**src/rtl/enc_ctrl_pkg.sv**
```systemverilog
// Shared constants and helpers for the enc_3 controller: default sizes, Q4.12 constants,
// the config address map and the FIFO pointer-width function.
package enc_ctrl_pkg;

  localparam int unsigned DEF_BITSIZE    = 16;
  localparam int unsigned DEF_N_IN       = 1;
  localparam int unsigned DEF_N_OUT      = 6;
  localparam int unsigned DEF_LAT        = 5;
  localparam int unsigned DEF_FIFO_DEPTH = 8;

  // Q4.12 fixed point
  localparam logic [15:0] ONE  = 16'h1000;
  localparam logic [15:0] HALF = 16'h0800;

  // Config word map: weights first, then biases
  localparam int unsigned W_BASE = 0;
  localparam int unsigned B_BASE = DEF_N_IN * DEF_N_OUT;

  function automatic int unsigned ptr_width(input int unsigned depth);
    return (depth > 1) ? $clog2(depth) : 1;
  endfunction

endpackage

```
**src/rtl/enc_out_fifo.sv**
```systemverilog
// Synchronous show-ahead FIFO: dout always presents the head entry while !empty.
module enc_out_fifo
  import enc_ctrl_pkg::*;
#(
  parameter int unsigned WIDTH = DEF_BITSIZE,
  parameter int unsigned DEPTH = DEF_FIFO_DEPTH
) (
  input  logic                       clk,
  input  logic                       reset,
  input  logic                       push,
  input  logic                       pop,
  input  logic [WIDTH-1:0]           din,
  output logic [WIDTH-1:0]           dout,
  output logic [$clog2(DEPTH+1)-1:0] count,
  output logic                       empty
);

  localparam int unsigned PW = ptr_width(DEPTH);
  localparam int unsigned CW = $clog2(DEPTH + 1);

  logic [WIDTH-1:0] mem_q [DEPTH];
  logic [PW-1:0]    wr_ptr_q, wr_ptr_d;
  logic [PW-1:0]    rd_ptr_q, rd_ptr_d;
  logic [CW-1:0]    count_q, count_d;

  // Pointers wrap explicitly so non-power-of-two depths work
  function automatic logic [PW-1:0] bump(input logic [PW-1:0] p);
    return (p == PW'(DEPTH - 1)) ? '0 : p + PW'(1);
  endfunction

  always_comb begin
    wr_ptr_d = push ? bump(wr_ptr_q) : wr_ptr_q;
    rd_ptr_d = pop ? bump(rd_ptr_q) : rd_ptr_q;
    count_d  = count_q;
    if (push && !pop) begin
      count_d = count_q + CW'(1);
    end else if (pop && !push) begin
      count_d = count_q - CW'(1);
    end
  end

  always_ff @(posedge clk) begin
    if (!reset) begin
      wr_ptr_q <= '0;
      rd_ptr_q <= '0;
      count_q  <= '0;
    end else begin
      wr_ptr_q <= wr_ptr_d;
      rd_ptr_q <= rd_ptr_d;
      count_q  <= count_d;
    end
  end

  always_ff @(posedge clk) begin
    if (push) begin
      mem_q[wr_ptr_q] <= din;
    end
  end

  assign dout  = mem_q[rd_ptr_q];
  assign count = count_q;
  assign empty = (count_q == '0);

  no_overflow: assert property (@(posedge clk) disable iff (!reset)
    (push && !pop) |-> (count_q != CW'(DEPTH)));
  no_underflow: assert property (@(posedge clk) disable iff (!reset) pop |-> !empty);

endmodule

```
**src/rtl/enc_3_ctrl.sv**
```systemverilog
// Config, credit-based issue and result capture around the enc_3 matrix-vector datapath.
module enc_3_ctrl
  import enc_ctrl_pkg::*;
#(
  parameter int unsigned BITSIZE    = DEF_BITSIZE,
  parameter int unsigned N_IN       = DEF_N_IN,
  parameter int unsigned N_OUT      = DEF_N_OUT,
  parameter int unsigned LAT        = DEF_LAT,
  parameter int unsigned FIFO_DEPTH = DEF_FIFO_DEPTH
) (
  input  logic                                 clk,
  input  logic                                 reset,
  input  logic                                 cfg_we,
  input  logic [$clog2(N_IN*N_OUT+N_OUT)-1:0]  cfg_addr,
  input  logic [BITSIZE-1:0]                   cfg_data,
  output logic                                 cfg_ready,
  output logic                                 cfg_err,
  input  logic                                 in_valid,
  output logic                                 in_ready,
  input  logic [BITSIZE*N_IN-1:0]              in_x,
  output logic [BITSIZE*N_IN-1:0]              dp_x,
  output logic [BITSIZE*N_IN*N_OUT-1:0]        dp_w,
  output logic [BITSIZE*N_OUT-1:0]             dp_b,
  input  logic [BITSIZE*N_OUT-1:0]             dp_y,
  output logic                                 out_valid,
  input  logic                                 out_ready,
  output logic [BITSIZE*N_OUT-1:0]             out_y,
  output logic                                 busy
);

  localparam int unsigned N_W   = N_IN * N_OUT;
  localparam int unsigned N_TOT = N_W + N_OUT;
  localparam int unsigned AW    = $clog2(N_TOT);
  localparam int unsigned IFW   = $clog2(LAT + 1);
  localparam int unsigned CW    = $clog2(FIFO_DEPTH + 1);
  localparam int unsigned SW    = $clog2(FIFO_DEPTH + LAT + 1) + 1;

  logic [BITSIZE*N_TOT-1:0] cfg_q;
  logic [BITSIZE*N_IN-1:0]  x_q;
  logic [LAT-1:0]           tag_q, tag_d;
  logic [IFW-1:0]           inflight_q, inflight_d;
  logic                     cfg_err_q;

  logic          accept, push, pop;
  logic          addr_ok, cfg_wr, cfg_drop;
  logic [SW-1:0] credit_used;
  logic [CW-1:0] fifo_count;
  logic          fifo_empty;

  always_comb begin
    pop     = !fifo_empty && out_ready;
    push    = tag_q[LAT-1];
    addr_ok = (32'(cfg_addr) < N_TOT);

    cfg_ready = reset && (inflight_q == '0);
    cfg_wr    = cfg_we && cfg_ready && addr_ok;
    cfg_drop  = cfg_we && !(cfg_ready && addr_ok);

    // Slots reserved = queued + in flight; a same-cycle pop hands its slot back immediately
    credit_used = SW'(fifo_count) + SW'(inflight_q) - SW'(pop);
    in_ready    = reset && !cfg_we && (credit_used < SW'(FIFO_DEPTH));
    accept      = in_valid && in_ready;

    tag_d    = tag_q << 1;
    tag_d[0] = accept;

    inflight_d = inflight_q;
    if (accept && !push) begin
      inflight_d = inflight_q + IFW'(1);
    end else if (push && !accept) begin
      inflight_d = inflight_q - IFW'(1);
    end
  end

  always_ff @(posedge clk) begin
    if (!reset) begin
      cfg_q      <= '0;
      x_q        <= '0;
      tag_q      <= '0;
      inflight_q <= '0;
      cfg_err_q  <= 1'b0;
    end else begin
      for (int i = 0; i < N_TOT; i++) begin
        if (cfg_wr && (cfg_addr == AW'(i))) begin
          cfg_q[BITSIZE*i +: BITSIZE] <= cfg_data;
        end
      end
      if (cfg_drop) begin
        cfg_err_q <= 1'b1;
      end
      if (accept) begin
        x_q <= in_x;
      end
      tag_q      <= tag_d;
      inflight_q <= inflight_d;
    end
  end

  enc_out_fifo #(
    .WIDTH (BITSIZE * N_OUT),
    .DEPTH (FIFO_DEPTH)
  ) u_out_fifo (
    .clk   (clk),
    .reset (reset),
    .push  (push),
    .pop   (pop),
    .din   (dp_y),
    .dout  (out_y),
    .count (fifo_count),
    .empty (fifo_empty)
  );

  assign dp_x      = x_q;
  assign dp_w      = cfg_q[BITSIZE*(W_BASE+N_W)-1 : BITSIZE*W_BASE];
  assign dp_b      = cfg_q[BITSIZE*N_TOT-1 : BITSIZE*N_W];
  assign cfg_err   = cfg_err_q;
  assign out_valid = !fifo_empty;
  assign busy      = (inflight_q != '0) || !fifo_empty;

  inflight_tracks_tags: assert property (@(posedge clk) disable iff (!reset)
    32'(inflight_q) == $countones(tag_q));

endmodule

```
**config.mk**
```make
export PLATFORM = sky130hd
export DESIGN_NAME = enc_3_ctrl
export DESIGN_NICKNAME = d
export VERILOG_FILES = /design/src/rtl/enc_ctrl_pkg.sv /design/src/rtl/enc_out_fifo.sv /design/src/rtl/enc_3_ctrl.sv
export SDC_FILE = /design/constraint.sdc
export NUM_CORES = 1
export LEC_CHECK = 0
export CAP_MARGIN = 20
export CORE_MARGIN = 2
export CORE_UTILIZATION = 55
export DETAILED_ROUTE_END_ITERATION = 8
export GPL_TIMING_DRIVEN = 0
export PLACE_DENSITY = 0.88
export SYNTH_ARGS = -nofsm -noshare
export SYNTH_HDL_FRONTEND = slang
export SYNTH_SLANG_ARGS = --single-unit
```
**constraint.sdc**
```tcl
create_clock -name clk -period 9.4 [get_ports clk]
set_input_delay 0.94 -clock clk [delete_from_list [all_inputs] [get_ports clk]]
set_output_delay 0.94 -clock clk [all_outputs]
set_load 0.005 [all_outputs]
```
## Word level (Yosys, flattened, before mapping)

Memories as Yosys holds them, arrays and structs flattened. A register that Yosys moved wholly into a read port is not among the register bits.
Index checks and enable logic that the tools add are counted.

- Equal/unequal tests: 13
- $lt $le $gt $ge: 2
- Multiplexer cells: 10
- Reductions and logical operators: 38
- $add $sub $neg: 8

Operator list:

| operator | number |
|---|---|
| 1-bit logical AND | 25 |
| 3-bit two-way mux | 6 |
| 4-bit by 3-bit == test with 1-bit output (second input constant) | 4 |
| 4-bit == test (second input constant) | 4 |
| 3-bit by 1-bit adder with 3-bit output (second input constant) | 3 |
| 4-bit by 2-bit == test with 1-bit output (second input constant) | 2 |
| 4-bit zero test | 2 |
| 4-bit two-way mux | 2 |
| 3-bit == test (second input constant) | 2 |
| 1-bit zero test | 6 |
| 4-bit by 3-bit adder with 5-bit output | 1 |
| 5-bit by 4-bit < comparator with 1-bit output (second input constant) | 1 |
| 5-bit by 1-bit subtractor with 5-bit output | 1 |
| 4-bit by 1-bit adder with 4-bit output (second input constant) | 1 |
| 4-bit by 1-bit == test with 1-bit output (second input constant) | 1 |
| 4-bit < comparator (second input constant) | 1 |
| 2-bit nonzero test | 2 |
| 4-bit by 1-bit subtractor with 4-bit output (second input constant) | 1 |
| 3-bit zero test | 1 |
| 3-bit nonzero test | 1 |
| 3-bit by 1-bit subtractor with 3-bit output (second input constant) | 1 |
| 1-bit two-way mux | 2 |
| 1-bit logical OR | 1 |

- Output and inout port bits: 309
- Word-level logic and storage cells: 91
- Bits in writable memories: 768
- Input port bits: 137
- Flip-flop bits (word level): 227
- Memories: 1

Memories:

| name | depth | width | read ports | clocked after Yosys merged registers in | wr ports | line | text |
|---|---|---|---|---|---|---|---|
| u_out_fifo.mem_q | 8 | 96 | 1 | 1 | 1 | enc_out_fifo.sv:21 | `logic [WIDTH-1:0] mem_q [DEPTH];` |

## Longest topological paths before layout

- Word-level depth: 11
- Depth in mapped cells: 17
- Mapped depth without buffers: 15

## Hierarchy

From an unflattened synthesis, not the netlist that was laid out.

- Cell total of the unflattened synthesis: 1970
- Area, all modules: 38144.1 um^2

Modules (own cells, without submodules):

| module | area an instance (um^2) | seq. area each (um^2) | times used | cells an instance |
|---|---|---|---|---|
| enc_out_fifo | 29480.8 | 23322.4 | 1 | 1183 |
| enc_3_ctrl | 8663.3 | 4344.2 | 1 | 787 |

## Worst setup path before layout

OpenSTA, ideal clock, no wires.

- Path type: reg-to-reg
- Start point: reg tag_q[4]
- End point: mem u_out_fifo.mem_q[0][0] (netlist name) (enable)
- Cell stages (with the launch flop): 3
- Data required time: 8732 ps
- Arrival: 7041 ps
- Slack: 1691 ps
- Clock period less this slack: 7709 ps
- Buffers on the path: 0
- Setup time: 668 ps
- Cells stage by stage: dfxtp_1 -> nand2b_1 -> nor3_1

- Word-level cells in the longest chain between the ends: 2

Ends and longest elaborated chain:

| item | line | text |
|---|---|---|
| start, declared | enc_3_ctrl.sv:40 | `logic [LAT-1:0] tag_q, tag_d;` |
| start signal, assigned | enc_3_ctrl.sv:94 | `tag_q <= tag_d;` |
| 1-bit two-way mux | enc_out_fifo.sv:55 | `if (push) begin` |
| 1-bit two-way mux (not written as such) | enc_out_fifo.sv:56 | `mem_q[wr_ptr_q] <= din;` |
| end, declared | enc_out_fifo.sv:21 |  |

Every way passes these cells.

==> results.md <==
- Place WS: around 5 ns
- Mux cell area share after synthesis: between 10% and 20%
- Worst Tran Pin Value: ~1.1 ns
- Initial antenna violation count: 10
- Outcome: finished clean
- Area leader, netlist: edfxtp_1
- Syn nets: 2246
- H-tree lvl count: 3
- Nets: 2835
- Final Hold Viols: 0
- Largest family of logic cells by synthesized area: multiplexers
- Switching share of power: roughly a quarter
- Clk buf depth: 3
- Vias/cell: 6.018
- Max VDD drop: around 160 uV
- Pre-antenna DRT Iters: 6
- Drt drc: 0
- I/O Buffers: 443
- Clock skew: 0.03895 ns
- Clk pwr share: 36.0%
- Post-DP HPWL: 64840 um
- Post-CTS resize count: 0
- Std cell rows: 95
- Via count: 21900
- Clock transition at path regs: 0.06 ns
- R2R setup slack: 5.72 ns
- Min-Delay Endpoint: tag_q[4]
- Placeable Area: 67160 sq um
- Area of the mapped netlist: between 30000 and 40000 sq um
- Fmax: approximately 0.21 GHz
- RSZ-0062 raised after global routing: no
- Ys Warns: 0
- Pin count of the biggest net entering global routing: 28
- Post-CTS Setup Bufs: 0
- WP data arrival: between 3 and 4 ns
- TritonCTS Sinks: between 900 and 1000
- Final instance area: ~47000 sq um
- Fin util: a little over two thirds
- GRT Residual Overflow: 0
- Setup violators final: 0
- Initial drt markers: between 2000 and 2500
- Seq pwr share: approximately 45%
- CP Class: reg -> out
- Vias in the first global route: around 23000
- Final non-filler cell total: roughly 3600
- Switching Power: approximately 2.7 mW
- Num CTS Buffers: a little under 100
- Area grow syn2layout: 25.65%
- Number of flops mapped to enable cells by yosys: around 770
- Die area: roughly 70000 sq um
- Avg Cell Area, Syn: ~18 sq um
- Flops & latches, synth: roughly 1000
- Worst R2R Start: inflight_q[1]
- Total GRT Usage: approximately 29%
- Number of hold buffers added after CTS: 0
- Share of cells above drive strength 1: a little under a fifth
- Post-DP Area: between 40000 and 50000 sq um
- R2R cell count: 17
- Seq/Total Area, Yosys: between 70% and 80%
- Max-slew violation count: 0
- RD Place Congestion: 0.8509
- Initial Util: a little under three fifths
- CP peak stage delay: between 0.7 and 0.8 ns
- Cells after Synth: between 2000 and 2500
- P_leak: 15.56 nW
- CP Launch Type: flip-flop
- Logic gate share of total power: 19.1%
- XOR/XNOR Fraction of Synth Area: 0.1643%
- RR Endpoint: inflight_q[2]
- Post-synth top flop: edfxtp_1
- Hold Startpoint: tag_q[3]
- First-pass GRT wire length: approximately 150000 um
- Yosys top cell area share: 61.80%
- DIE WIDTH: approximately 260 um
- Pwr dens: around 230 nW/um^2
- Crit-path cells: clkbuf_1, clkbuf_1, buf_2, mux4_2, mux2_2, clkdlybuf4s50_1
- Crit path depth: 6
- Worst-path fanout max: 10
- Post-Route WL: 100700 um
- Cell count of the worst hold path: 1
- Adder-Cell Fraction of Synth Area: less than 1%
- Clock Latency Late Sink: 0.66 ns
- Worst Hold Class: reg -> reg
- Maxcap violations: 0
- Worst path bufs/invs: 4
- Ranking of synthesized cells by area: edfxtp_1, dfxtp_1, mux4_2, mux2_2, mux2i_1
- Cell mode on critical path: clkbuf_1
- Post-Synth Simple-Gate Area: under 10%
- Final Cycle Share: roughly 51%
- Critical path's slowest cell: clkbuf_1
- Setup_tns: 0 ns
- Synth Area in Compound Gates: under 10%
- Req. time, crit path: between 8 and 9 ns
- Placed insts: ~3500
- Num ports: 446
- Cell variety after synth: between 40 and 50
- Cell-internal power: 8.162 mW
- PnR worst setup slack: 4.601 ns
- Crit path time final: around 4.8 ns
- CP top delay family: buffers and inverters
- Root buf cell: clkbuf_16
- CTS tree: done
- Critical Path Sink Type: output pin
- Post-synth ARST share: 0%
- Die Ht: between 200 and 300 um
- Post-route ant nets: 0
- WL/cell: between 20 and 30 um
- Max transition margin: about 27%
## state kept, by name, summed over array words and instances, names as in the netlist, named ones only
signal and count:
u_out_fifo.mem_q 768, u_out_fifo.wr_ptr_q 3, u_out_fifo.rd_ptr_q 3, u_out_fifo.count 4, cfg_err 1, dp_x 16, tag_q 5, inflight_q 3
cfg_q 192
## power groups by stage
stage                     Combinational, mW  Sequential, mW  Clock, mW
after floorplan                        1.19            4.96          0
after global placement                 1.97            4.96          0
after detailed placement               2.04            4.97          0
after CTS                              2.09            4.87       3.94
after global routing                   2.20            4.88       4.09
final                                  2.07            4.87       3.90
## synth_stat cells, types with 3 or more instances
library cell	instances
edfxtp_1	768
nand2_1	235
dfxtp_1	230
mux4_2	192
a21oi_1	122
nor2_1	103
mux2i_1	100
clkbuf_1	96
mux2_2	96
inv_1	32
buf_2	25
nand3_1	18
ha_1	13
xor2_1	6
and2_1	5
nand2b_1	5
nor3_1	4
buf_4	3
nand4_1	3
nor3b_1	3
or3_1	3
## how the worst max path moves through the flow
| stage | startpoint | endpoint |
|---|---|---|
| global route | flip-flop | out_y[83] |
| floorplan | tag_q[4] | u_out_fifo.mem_q[0][0] |
| CTS | flip-flop | out_y[75] |
| detailed placement | out_ready | inflight_q[2] |
| global placement | tag_q[4] | u_out_fifo.mem_q[4][20] |
| finish | flip-flop | out_y[83] |
## through the flow
stage / power [mW] / hold WS, ns
after global routing: 11.17 / 0.4516
after CTS: 10.90 / 0.4424
after detailed placement: 7.004 / 0.4185
final: 10.84 / 0.4339
after floorplan: 6.144 / 0.4119
after global placement: 6.936 / 0.4153
## layer usage
layer | part of all wire [%] | vias to the layer above | track usage [%]
met5 | 0.040 | - | 0
li1 | - | 9216 | -
met1 | 34 | 11034 | 32.87
met2 | 51 | 1396 | 49.67
met3 | 11 | 246 | 8.370
met4 | 4.0 | 8 | 12.33
## final cells by class
type	instances	area [sq um]
Multi-Input combinational cell	936	9050
Timing Repair Buffer	490	5223
Clock inverter	58	620.6
Inverter	32	120.1
Clock buffer	116	2562
Fill cell	3982	20270
Tap cell	873	1092
Buffer	128	538.0
Antenna cell	8	20.02
Sequential cell	998	27670
## placed cells by master, fill, tap and decap left out, types with 3 or more instances in the layout
cell type          n
edfxtp_1         768
clkdlybuf4s50_1  443
nand2_1          235
dfxtp_1          230
mux4_2           192
a21oi_1          122
clkbuf_1         112
mux2i_1          100
clkbuf_16        100
nor2_1            97
mux2_2            96
inv_1             32
buf_2             25
clkinv_1          20
buf_12            19
buf_6             18
nand3_1           18
ha_1              13
clkinv_2          13
bufinv_16         10
diode_2            8
xor2_1             6
nor2_4             6
nand2b_1           5
buf_4              5
and2_1             5
buf_16             5
buf_8              5
nor3_2             4
clkinvlp_4         4
nand4_1            3
nor3b_1            3
or3_1              3
clkinvlp_2         3
## cell families after synthesis
kind of cell / count (synthesis)
compound gates: 132
xor+xnor: 7
fa+ha+maj: 15
buf+inv: 160
flops: 998
mux: 388
simple gates: 394
No activity file was read; power rests on OpenSTA's default activity.
